**src/rtl/pipe_hazard_ctrl.sv**
```systemverilog
// pipe_hazard_ctrl: issue controller for the 4-stage pipeline.
// Tracks in-flight register writes, sequences branch flushes, gates the
// multi-cycle float unit and latches halt when sys retires.
module pipe_hazard_ctrl #(
  parameter int NREG      = 16,
  parameter int RW        = 4,
  parameter int FLUSH_CYC = 2,
  parameter int MC_LAT    = 3
) (
  input  logic            clk,
  input  logic            reset,
  input  logic            dec_valid,
  input  logic [RW-1:0]   dec_dst,
  input  logic            dec_dst_wr,
  input  logic [RW-1:0]   dec_src_a,
  input  logic            dec_src_a_en,
  input  logic [RW-1:0]   dec_src_b,
  input  logic            dec_src_b_en,
  input  logic            dec_multi,
  input  logic            wb_valid,
  input  logic [RW-1:0]   wb_reg,
  input  logic            redirect,
  input  logic            halt_req,
  output logic            issue,
  output logic            stall,
  output logic            flush,
  output logic            mc_busy,
  output logic            halted,
  output logic [NREG-1:0] busy_mask
);

  // The top register index is the PC; it is never tracked in the scoreboard.
  localparam logic [RW-1:0] PC_IDX = RW'(NREG - 1);
  localparam int FC_W = $clog2(FLUSH_CYC + 1);
  localparam int MC_W = $clog2(MC_LAT) + 1;

  typedef enum logic [1:0] {
    ST_RUN   = 2'd0,
    ST_FLUSH = 2'd1,
    ST_HALT  = 2'd2
  } state_t;

  state_t          state_q, state_d;
  logic [FC_W-1:0] flush_cnt_q, flush_cnt_d;
  logic [MC_W-1:0] mc_cnt_q, mc_cnt_d;
  logic [NREG-1:0] busy_q, busy_d;
  logic            hz_src_a, hz_src_b, hz_dst, hz_mc, hazard;

  // A register hazard exists only for an enabled, non-PC index whose write is pending.
  function automatic logic reg_pending(input logic [NREG-1:0] mask,
                                       input logic [RW-1:0]   idx,
                                       input logic            en);
    reg_pending = en && (idx != PC_IDX) && mask[idx];
  endfunction

  // One-hot decode of a register index into a scoreboard-wide mask.
  function automatic logic [NREG-1:0] reg_bit(input logic [RW-1:0] idx);
    reg_bit = NREG'(1) << idx;
  endfunction

  // Hazard detection and issue decision for the decode-stage instruction.
  always_comb begin
    hz_src_a = reg_pending(busy_q, dec_src_a, dec_src_a_en);
    hz_src_b = reg_pending(busy_q, dec_src_b, dec_src_b_en);
    hz_dst   = reg_pending(busy_q, dec_dst, dec_dst_wr);
    hz_mc    = dec_multi && mc_busy;
    hazard   = hz_src_a || hz_src_b || hz_dst || hz_mc;
    issue    = dec_valid && !hazard && (state_q == ST_RUN) && !flush
               && !redirect && !halt_req;
    stall    = dec_valid && !issue;
  end

  // Control FSM next state: flush sequencing and sticky halt (halt beats redirect).
  always_comb begin
    state_d     = state_q;
    flush_cnt_d = flush_cnt_q;
    case (state_q)
      ST_RUN: begin
        if (halt_req) begin
          state_d = ST_HALT;
        end else if (redirect) begin
          state_d     = ST_FLUSH;
          flush_cnt_d = FC_W'(FLUSH_CYC);
        end
      end
      ST_FLUSH: begin
        if (halt_req) begin
          state_d     = ST_HALT;
          flush_cnt_d = '0;
        end else if (redirect) begin
          flush_cnt_d = FC_W'(FLUSH_CYC);
        end else if (flush_cnt_q <= FC_W'(1)) begin
          state_d     = ST_RUN;
          flush_cnt_d = '0;
        end else begin
          flush_cnt_d = flush_cnt_q - FC_W'(1);
        end
      end
      ST_HALT: begin
        state_d = ST_HALT;
      end
      default: begin
        state_d     = ST_RUN;
        flush_cnt_d = '0;
      end
    endcase
  end

  // Scoreboard next state: redirect squashes everything, otherwise set beats clear.
  always_comb begin
    busy_d = busy_q;
    if (redirect) begin
      busy_d = '0;
    end else begin
      if (wb_valid) begin
        busy_d = busy_d & ~reg_bit(wb_reg);
      end
      if (issue && dec_dst_wr && (dec_dst != PC_IDX)) begin
        busy_d = busy_d | reg_bit(dec_dst);
      end
    end
  end

  // Float unit occupancy countdown; a redirect squashes the in-flight op.
  always_comb begin
    mc_cnt_d = mc_cnt_q;
    if (redirect) begin
      mc_cnt_d = '0;
    end else if (issue && dec_multi) begin
      mc_cnt_d = MC_W'(MC_LAT - 1);
    end else if (mc_cnt_q != '0) begin
      mc_cnt_d = mc_cnt_q - MC_W'(1);
    end
  end

  // State registers, all cleared by the asynchronous active-low reset.
  always_ff @(posedge clk or negedge reset) begin
    if (!reset) begin
      state_q     <= ST_RUN;
      flush_cnt_q <= '0;
      mc_cnt_q    <= '0;
      busy_q      <= '0;
    end else begin
      state_q     <= state_d;
      flush_cnt_q <= flush_cnt_d;
      mc_cnt_q    <= mc_cnt_d;
      busy_q      <= busy_d;
    end
  end

  // Status outputs decoded directly from registered state.
  always_comb begin
    flush     = (state_q == ST_FLUSH);
    halted    = (state_q == ST_HALT);
    mc_busy   = (mc_cnt_q != '0);
    busy_mask = busy_q;
  end

endmodule
```
**config.mk**
```make
export PLATFORM = sky130hd
export DESIGN_NAME = pipe_hazard_ctrl
export DESIGN_NICKNAME = d
export VERILOG_FILES = /design/src/rtl/pipe_hazard_ctrl.sv
export SDC_FILE = /design/constraint.sdc
export NUM_CORES = 1
export LEC_CHECK = 0
export CAP_MARGIN = 20
export CORE_ASPECT_RATIO = 0.6
export CORE_MARGIN = 2
export CORE_UTILIZATION = 46
export DETAILED_ROUTE_END_ITERATION = 12
export DONT_BUFFER_PORTS = 1
export SYNTH_ARGS = -nofsm -noshare
export SYNTH_HDL_FRONTEND = slang
export SYNTH_SLANG_ARGS = --single-unit
```
**constraint.sdc**
```tcl
create_clock -name clk -period 3.9 [get_ports clk]
set_clock_uncertainty 0.05 [all_clocks]
set_input_delay 0.78 -clock clk [delete_from_list [all_inputs] [get_ports clk]]
set_output_delay 0.78 -clock clk [all_outputs]
set_load 0.05 [all_outputs]
```
Word level (Yosys, flattened, before mapping)
Cells that the tools add are included.

storage, ports and cells
  RAM bits = 0
  memories = 0
  ROM bits = 0
  logic and storage cells = 80
  bits in registers = 23
  input port bits = 26
  latch bits = 0
  output and inout bits = 21

operators by class
  divide/modulo/power cells = 0
  $lt $le $gt $ge = 4
  $mul = 0
  bitwise operators = 4
  mux-type cells = 25
  equality and inequality tests = 10
  shift operators = 2
  add/sub/neg operators = 2
  reductions and logical operators = 29

operators with widths
  operator                                                                       number
  16-bit two-way mux                                                             4
  1-bit by 4-bit left shift with 16-bit output (first input constant)            2
  2-bit two-way mux                                                              10
  16-bit AND                                                                     1
  1-bit logical AND                                                              16
  16-bit inverter                                                                1
  16-bit bitwise OR                                                              1
  4-bit by 5-bit less-than comparator with 1-bit output (second input constant)  3
  1-bit binary-select mux with 4-bit select                                      3
  4-bit != test (second input constant)                                          3
  2-bit one-hot mux with 3 select lines                                          2
  3-bit two-way mux                                                              3
  3-bit != test (second input constant)                                          2
  3-bit AND reduction                                                            2
  3-bit nonzero test                                                             2
  1-bit zero test                                                                5
  2-bit != test (second input constant)                                          2
  1-bit logical OR                                                               3
  1-bit two-way mux                                                              3
  3-bit by 2-bit != test with 1-bit output (second input constant)               1
  3-bit by 1-bit subtractor with 3-bit output (second input constant)            1
  2-bit by 1-bit equality test with 1-bit output (second input constant)         1
  2-bit equality test (second input constant)                                    1
  2-bit by 1-bit <= comparator with 1-bit output (second input constant)         1
  other kinds (3)                                                                3

Longest topological paths before layout
Gate-level depths: netlist of run 1.

  word-level depth = 16
  mapped depth = 8
  mapped depth without buffers = 7

Worst setup path after synthesis of run 1
No wires, ideal clock.

  path kind = input port to output port
  start = input dec_src_a[2]
  end = output issue
  slack = 0.188 ns
  path buffers = 2
  arrival time = 2.882 ns
  stages on the path = 6
  data required time = 3.070 ns
  cell sequence = clkbuf_1 mux4_2 o2111ai_1 nand4_2 buf_2 nor2_1

between the ends
  cells in the longest elaborated chain, start to end = 12
  elaborated cells on any way between the ends = 14
  those cells by class = eq/ne (1); mux (2); reduce/logical (11)

ends and longest elaborated chain
  what                                                                                 line  source
  start, declared                                                                      15    input logic [RW-1:0] dec_src_a,
  1-bit binary-select mux with 4-bit select / 4-bit != test (equally long branches)    53    reg_pending = en && (idx != PC_IDX) && mask[idx];
  1-bit two-way mux (not written as such) / 1-bit logical AND (equally long branches)  53
  1-bit logical AND *                                                                  53
  1-bit logical OR * (3 in series)                                                     67    hazard = hz_src_a || hz_src_b || hz_dst || hz_mc;
  1-bit zero test *                                                                    68    issue = dec_valid && !hazard && (state_q == ST_RUN) && !flush
  1-bit logical AND * (3 in series)                                                    68
  1-bit logical AND * (2 in series)                                                    69    && !redirect && !halt_req;
  end, declared                                                                        24    output logic issue,

Mark *: on every way between the ends. The rest lies on a longest branch, timed or not. The select of a mux whose other input is x is not followed.

Worst setup path after layout of run 1
  start = register busy_q[9], in the netlist busy_mask[9]
  end = output stall

between the ends
  cells in the longest elaborated chain, start to end = 14
  elaborated cells on any way between the ends = 20
  those cells by class = mux (6); reduce/logical (14)

ends and longest elaborated chain
  what                                       line  source
  start, declared                            46    logic [NREG-1:0] busy_q, busy_d;
  start signal, assigned                     147   busy_q <= busy_d;
  1-bit binary-select mux with 4-bit select  53
  1-bit two-way mux (not written as such)    53
  1-bit logical AND                          53
  1-bit logical OR                           67
  1-bit logical OR * (2 in series)           67
  1-bit zero test *                          68
  1-bit logical AND * (3 in series)          68
  1-bit logical AND * (2 in series)          69
  1-bit zero test *                          70    stall = dec_valid && !issue;
  1-bit logical AND *                        70
  end, declared                              25    output logic stall,

Marks and branches as above.

==> metrics.md, run 1 <==
| Metric | Value |
|---|---|
| Final #Nets | `218` |
| Slew HR | `38.4%` |
| DP Wirelength | `3830 um` |
| Fillers | `343` |
| Synth cell types | `45` |
| Mean number of vias per cell | `6.75` |
| Cell Area, Placed | `1780 sq um` |
| Share of cells above drive strength 1 | `9.52%` |
| Final ANT Viol Nets | `0` |
| Worst Setup End Kind | `primary output` |
| Final Hold Viols | `0` |
| # setup viols final | `0` |
| Placed cell count | `232` |
| PD cells | `311 nW/um^2` |
| Share of the yosys chip area belonging to registers | `33.2%` |
| CTS tree | `built` |
| FMAX | `0.302 GHz` |
| Reg-to-reg critical path startpoint | `busy_mask[9]` |
| Initial antenna violation count | `0` |
| Max VDD drop | `0.204 mV` |
| Status | `finished clean` |
| Non-filler instance count after layout | `236` |
| Htree depth | `1` |
| Num ports | `47` |
| Setup CP Type | `register to primary output` |
| Synthesized area | `1730 sq um` |
| Count of input and output buffers | `0` |
| Final period util | `85.0%` |
| Die ar. | `4290 sq um` |
| Max cap viols | `0` |
| CTS Buf Count | `3` |
| Cell count after synthesis | `190` |
| Unrepaired setup endpoints after global routing | `no` |
| Clk slew on worst S/H paths | `90 ps` |
| Synth Register Bits | `23` |
| Post_cts resized | `0` |
| Die H | `51.5 um` |
| Final Max Slew Viols | `0` |
| Iter 0 DRT Violations | `130` |
| Synthesis-to-layout area growth | `5.27%` |
| Worst path required time | `3070 ps` |
| Leakage power | `0.000703 uW` |
| First-pass GRT wire length | `7830 um` |
| Initial core utilization | `47.6%` |
| Worst reg-to-reg path cell count | `6` |
| Min Tclk post-route | `3310 ps` |
| Routed WL per cell | `21.5 um` |
| Fin area | `1820 sq um` |
| Crit start category | `register` |
| Post-layout util | `50.1%` |
| # DRC | `0` |
| YS warnings | `0` |
| # rows | `17` |
| Crit path DAT | `2480 ps` |
| CORE AREA | `3640 sq um` |
| Post-synth net total | `218` |
| Routed Wire Length | `5070 um` |
| Slew @ Worst Pin | `922 ps` |
| Max Root-Sink Buffers | `2` |
| Routed via count | `1,592` |
| Total Power | `568 uW` |
| Largest net degree at the start of global routing | `24` |
| # diodes | `0` |
| Post-CTS Setup Bufs | `0` |
| Clock latency on the worst-skew pair | `270 ps` |
| Clk sinks | `23` |
| Die X-Extent | `83.2 um` |
| Global placer's final weighted congestion | `0.956` |
| CP max FO | `5` |
| Fin Setup TNS | `0 ps` |
| Crit. Startpoint | `busy_mask[9]` |
| Hold Crit Class | `input pin to asynchronous set/reset pin` |
| Grt ovf | `0` |
| Async S/R FF share, synth | `100%` |
| CTS Hold Bufs | `0` |
| CTS root buffer | `clkbuf_8` |
| Global Route Usage Sum | `23.4%` |
| Post-synth EDFFs | `0` |
| Synth Flop Type | `dfrtp_1` |
| Vias in the first global route | `1,450` |
| Pre-antenna DRT Iters | `5` |
| Avg Cell Area, Syn | `9.11 sq um` |
-- worst max-delay path, cell delays in order (launching register included) --
cell and delay, ps:
dfrtp_1 620, mux4_1 580, mux2_2 310, a32oi_4 260, inv_2 90, o21a_1 360
-- registers in the layout (all words and copies together) (netlist names) --
| signal | flops |
|---|---|
| mc_cnt_q | 3 |
| flush_cnt_q | 2 |
| busy_mask | 16 |
| state_q | 2 |
-- Yosys cell counts (all sizes together) (3+ instances only) --
cell type / n / area share (%)
nand2: 26 / 5.6
dfrtp: 23 / 33
nor2: 14 / 3.0
o21ai: 14 / 4.0
mux2i: 12 / 6.9
nand3: 11 / 3.2
nand2b: 8 / 2.9
o211ai: 8 / 3.5
clkbuf: 6 / 1.3
inv: 6 / 1.3
nand3b: 6 / 2.6
mux4: 5 / 6.9
nor2b: 5 / 1.8
a21oi: 4 / 1.2
nor4b: 4 / 2.0
buf: 3 / 1.2
o311ai: 3 / 1.5
-- power breakdown --
part           switching, uW  internal, uW
logic                   97.7          54.5
clock network           81.0          71.4
registers               8.78           254
total                    188           380
-- per-stage QoR --
stage	hold WS [ps]	setup WS, ps
after detailed placement	435	761
after global routing	123	516
after floorplan	434	188
after CTS	137	590
after global placement	435	774
final	139	587
-- area by class of cell --
class                           instances  area [sq um]  area share [%]
Multi-Input combinational cell        152          1090            59.8
Sequential cell                        23           576            31.6
Tap cell                               47          58.8            3.23
Clock buffer                            3          41.3            2.26
Timing Repair Buffer                    4          30.0            1.65
Inverter                                6          22.5            1.24
Clock inverter                          1          5.00           0.275
-- placed cells by master, fill, tap and decap left out, types with 5 or more instances in the layout --
cell,n
o211ai_1,8
nand2_1,26
inv_1,5
nand3_1,11
nor2b_1,5
o21ai_1,11
dfrtp_1,23
nand2b_1,8
mux2i_1,12
nand3b_1,6
nor2_1,14
-- per-layer routing --
layer | GRT usage, % | part of all wire [%]
met1 | 33.2 | 44
met2 | 35.1 | 45
met3 | 8.73 | 10
met4 | 3.28 | 0.49
met5 | 0 | 0
-- worst paths after layout --
check | to | slack (ps)
max reg2reg | mc_cnt_q[0] | 1420
min in group clk | flush_cnt_q[1] | 500
max | stall | 590
max in group asynchronous | busy_mask[10] | 3570
min reg2reg | flush_cnt_q[1] | 500
min | mc_cnt_q[1] | 140
-- kinds of logic after synthesis --
| group | count (synthesis) | synth area share [%] |
|---|---|---|
| buffers and inverters | 15 | 3.83 |
| XOR/XNOR | 1 | 0.506 |
| AO/OA/AOI/OAI | 48 | 21.2 |
| adder cells (fa/ha/maj) | 2 | 1.44 |
| flip-flops | 23 | 33.2 |
| AND/OR/NAND/NOR | 82 | 24.6 |
| multiplexers | 19 | 15.2 |
Power figures use the tool's default switching activity.
==> inputs of run 2 (changes only) <==
Clock period 3.9 ns to 2.8 ns, I/O delays scaled along.
==> run 2 against run 1 <==
Critical path type unchanged. Largest power group unchanged. Count of clock-buffer cells in the layout is the same. Critical endpoint unchanged. Worst setup slack lost 520 ps. Cell count grew 9.3%. Design area grew 11%. Sequential share of layout area shrank 3.2 points. Routed wire length grew 3.1%.
==> metrics.md, run 2 (synthesis gave the netlist of run 1 again) <==
| Metric | Value |
|---|---|
| # DRC | `0` |
| Count of input and output buffers | `0` |
| Global Route Usage Sum | `24.7%` |
| DP Wirelength | `4020 um` |
| CTS Buf Count | `3` |
| Routed WL per cell | `20.3 um` |
| CP max FO | `4` |
| Reg-to-reg critical path startpoint | `state_q[1]` |
| Clk slew on worst S/H paths | `90 ps` |
| Total Power | `822 uW` |
| Worst path required time | `2190 ps` |
| Most common cell after layout, fill and taps aside | `nand2_1` |
| Final Hold Viols | `0` |
| Routed via count | `1,666` |
| Clk sinks | `23` |
| Crit. Startpoint | `busy_mask[12]` |
| Final #Nets | `240` |
| Crit start category | `register` |
| # setup viols final | `0` |
| First-pass GRT wire length | `8130 um` |
| Setup CP Type | `register to primary output` |
| Leakage power | `0.000812 uW` |
| Global placer's final weighted congestion | `0.918` |
| Final Max Slew Viols | `0` |
| Mean number of vias per cell | `6.46` |
| Share of cells above drive strength 1 | `21.3%` |
| R2R setup slack | `450 ps` |
| Max cap viols | `0` |
| Synthesis-to-layout area growth | `17.3%` |
| PD cells | `405 nW/um^2` |
| Crit path DAT | `2120 ps` |
| Htree depth | `1` |
| CORE AREA | `3640 sq um` |
| Number of flip-flops in the largest register | `16` |
| Routed Wire Length | `5230 um` |
| Setup ws final | `70.5 ps` |
| FMAX | `0.366 GHz` |
| Die X-Extent | `83.2 um` |
| Max Root-Sink Buffers | `2` |
| Hold Crit Class | `input pin to register` |
| WHS | `287 ps` |
| Slew HR | `60.0%` |
| Num ports | `47` |
| Final ANT Viol Nets | `0` |
| Die H | `51.5 um` |
| Unrepaired setup endpoints after global routing | `no` |
| Setup WS pre-CTS | `65.4 ps` |
| Initial core utilization | `47.6%` |
| Clock latency on the worst-skew pair | `270 ps` |
| Largest net degree at the start of global routing | `24` |
| Slew @ Worst Pin | `599 ps` |
| CTS tree | `built` |
| Die ar. | `4290 sq um` |
| # diodes | `0` |
| Vias in the first global route | `1,523` |
| Status | `finished clean` |
| Min Tclk post-route | `2730 ps` |
| Max VDD drop | `0.364 mV` |
| Iter 0 DRT Violations | `147` |
| Initial antenna violation count | `0` |
| Hold Crit Start | `redirect` |
| Worst Setup End Kind | `primary output` |
| CTS root buffer | `clkbuf_8` |
| Most frequent cells in the layout | `nand2_1, dfrtp_1, buf_4` |
| Pre-antenna DRT Iters | `5` |
| Grt ovf | `0` |
| # rows | `17` |
| Fin Setup TNS | `0 ps` |
| Final period util | `97.5%` |
[run 2: repair_timing]
item,in CTS,in global routing
resized for setup,2,5
setup buffers,0,1
hold buffers,1,0
pin swaps,0,3
hold endpoints to repair,23,0
setup endpoints to repair,1,2
[run 2: worst paths after layout]
check | end | cells past startpoint
worst min-delay path | mc_cnt_q[2] | 1
worst min register to register | mc_cnt_q[2] | 2
min in group asynchronous | mc_cnt_q[1] | 1
max in group asynchronous | flush_cnt_q[0] | 2
worst max register to register | busy_mask[2] | 6
worst max-delay path | stall | 5
[run 2: layer usage]
metal | up-vias | GRT usage [%] | share of wire [%]
met5 | - | 0 | 0
li1 | 759 | - | -
met4 | 0 | 3.55 | 0.48
met2 | 84 | 39.0 | 43
met1 | 818 | 35.5 | 47
met3 | 5 | 6.19 | 9.7
[run 2: layout make-up]
type                            instances  area (sq um)
Inverter                                6          25.0
Clock inverter                          1          5.00
Fill cell                             323          1610
Sequential cell                        23           576
Tap cell                               47          58.8
Clock buffer                            3          41.3
Timing Repair Buffer                   26           221
Multi-Input combinational cell        152          1100
[run 2: where the power goes]
group	internal [uW]	switching, uW
Sequential	354	11.2
Clock	99.8	117
Combinational	98.5	142
Total	552	270
[run 2: worst max-delay path, stage by stage, from the launching register on]
cell	delay, ps
dfrtp_1	420
mux4_2	490
mux2_2	300
a32oi_4	260
inv_4	90
o21a_4	290
[run 2: stage by stage]
step,area (sq um),util (%),cells
after detailed placement,1940,53.4,251
after floorplan,1740,-,190
after global routing,2030,55.8,258
after global placement,1940,53.4,251
final,2030,55.8,258
after CTS,2010,55.1,256
==> inputs of run 3 (changes only) <==
==> constraint.sdc (replaced) <==
create_clock -name clk -period 2.8 [get_ports clk]
set_clock_uncertainty 0.05 [all_clocks]
set_input_delay 0.42 -clock clk [delete_from_list [all_inputs] [get_ports clk]]
set_output_delay 0.42 -clock clk [all_outputs]
set_load 0.05 [all_outputs]
==> run 3 against run 2 <==
Count of clock-buffer cells in the layout grew 1. Sequential share of layout area is 0.070 points higher. Critical path type unchanged. Sequential power is essentially flat. Hold slack got worse by 140 ps. Worst setup slack better by 33 ps. Critical endpoint unchanged. Largest power group unchanged. Design area down 0.25%. First-iteration DRC count grew 56%. Cell count unchanged. Flip-flop and latch count unchanged.
==> metrics.md, run 3 (synthesis gave the netlist of run 1 again) <==
| Metric | Value |
|---|---|
| Non-filler instance count after layout | `258` |
| Count of input and output buffers | `0` |
| Unrepaired setup endpoints after global routing | `no` |
| Iter 0 DRT Violations | `230` |
| Share of cells above drive strength 1 | `19.4%` |
| Worst Setup End Kind | `primary output` |
| Logic pwr share | `29.0%` |
| Clock Power Share | `26.2%` |
| Die ar. | `4290 sq um` |
| Crit. Startpoint | `busy_mask[1]` |
| Clk sinks | `23` |
| Pre-antenna DRT Iters | `5` |
| Htree depth | `1` |
| Total Power | `820 uW` |
| Sequential share of power | `44.8%` |
| Mean number of vias per cell | `6.47` |
| Clk slew on worst S/H paths | `90 ps` |
| Fillers | `334` |
| Met3 wire len | `608 um` |
| Initial core utilization | `47.6%` |
| Routed WL per cell | `21.1 um` |
| Fin Setup TNS | `0 ps` |
| Max Root-Sink Buffers | `2` |
| Synthesis-to-layout area growth | `17.0%` |
| Slew @ Worst Pin | `893 ps` |
| Most frequent cells in the layout | `nand2_1, dfrtp_1, buf_4` |
| # setup viols final | `0` |
| Setup CP Type | `register to primary output` |
| Routed Wire Length | `5440 um` |
| CP max-delay cell | `mux4_1` |
| Num ports | `47` |
| # DRC | `0` |
| Hold Crit Class | `input pin to register` |
| Met1 WL | `2470 um` |
| Power Internal | `552 uW` |
| Routed wl met2 | `2250 um` |
| CORE AREA | `3640 sq um` |
| Final Hold Viols | `0` |
| Top layer reached by signal wires | `met4` |
| Routed via count | `1,669` |
| Final Max Slew Viols | `0` |
| Clock latency on the worst-skew pair | `270 ps` |
| Reg-to-reg critical path startpoint | `state_q[1]` |
| CTS root buffer | `clkbuf_8` |
| Max incr delay on CP | `510 ps` |
| Slew HR | `40.3%` |
| Cell Area, Placed | `1940 sq um` |
| Global Route Usage Sum | `26.0%` |
| Die H | `51.5 um` |
| Min Tclk post-route | `2700 ps` |
| Max VDD drop | `0.220 mV` |
| Most common cell after layout, fill and taps aside | `nand2_1` |
| # diodes | `0` |
| Worst reg-to-reg path cell count | `7` |
| Max cap viols | `0` |
| Placed cell count | `251` |
| CTS Buf Count | `3` |
| Initial antenna violation count | `0` |
| Status | `finished clean` |
| Number of flip-flops in the largest register | `16` |
| Final period util | `96.3%` |
| Sw frac | `32.8%` |
| Final ANT Viol Nets | `0` |
| Global placer's final weighted congestion | `0.955` |
| Fin area | `2030 sq um` |
| Largest net degree at the start of global routing | `24` |
| Die X-Extent | `83.2 um` |
| PD cells | `405 nW/um^2` |
| CP endpoint | `stall` |
| CP max FO | `5` |
| Leakage power | `0.000820 uW` |
| Crit start category | `register` |
| Final #Nets | `240` |
| Vias in the first global route | `1,556` |
| FMAX | `0.371 GHz` |
| R2R setup slack | `470 ps` |
| Grt ovf | `0` |
| First-pass GRT wire length | `8540 um` |
| DP Wirelength | `4230 um` |
| # rows | `17` |
| Crit path DAT | `2230 ps` |
| Switching power | `269 uW` |
| Worst path required time | `2330 ps` |
| CP cell instances | `mux4_1, mux2_2, a32oi_4, inv_2, o21a_2` |
| R2r endpoint | `busy_mask[2]` |
| CTS tree | `built` |
==> run 3: cell type report <==
type,instances,area [sq um],share of cell area (%)
repair buffers,26,221,10.9
well taps,47,58.8,2.90
multi-input cells,152,1100,54.4
inverters,6,22.5,1.11
clock buffers,4,45.0,2.22
flip-flops and latches,23,576,28.4
==> run 3: layer usage <==
metal / up-vias / global-route usage (%)
met5: - / 0
met4: 0 / 7.38
met3: 15 / 5.87
met2: 102 / 36.7
met1: 785 / 39.5
li1: 767 / -
==> run 3: timing repair <==
action / 4_1_cts / 5_1_grt
setup endpoints to repair: 0 / 2
gates resized for setup: 0 / 3
setup buffers: 0 / 1
hold buffers: 1 / 0
hold endpoints to repair: 23 / 0
==> run 3: power by group through the flow <==
| stage | Sequential, uW | Clock, uW | Combinational (uW) |
|---|---|---|---|
| 2_1_floorplan | 369 | 0 | 189 |
| 4_1_cts | 367 | 213 | 236 |
| 3_3_place_gp | 372 | 0 | 217 |
| 5_1_grt | 369 | 228 | 263 |
| 3_5_place_dp | 373 | 0 | 227 |
| 6_report | 368 | 215 | 238 |
==> run 3: worst min path at each step <==
stage / start / end / slack [ps] / depth (start not counted)
final: redirect / mc_cnt_q[2] / 140 / 1
after global routing: redirect / mc_cnt_q[2] / 150 / 1
after CTS: redirect / mc_cnt_q[2] / 150 / 1
after detailed placement: reset / mc_cnt_q[2] / 70 / 0
after global placement: reset / busy_mask[10] / 80 / 0
after floorplan: reset / busy_mask[0] / 70 / 0
==> run 3: stage by stage <==
step,hold WS [ps],setup WS (ps),util [%]
4_1_cts,147,16.2,54.8
6_report,144,104,55.7
3_5_place_dp,74.8,321,53.3
2_1_floorplan,74.4,85.8,-
5_1_grt,145,16.9,55.7
3_3_place_gp,75.0,342,53.3
==> run 3: critical path: cells and delay by family, from the launching register on <==
family | cells | cell delay, ps
AO/OA/AOI/OAI | 2 | 580
buffers and inverters | 1 | 120
flip-flops | 1 | 450
multiplexers | 2 | 810
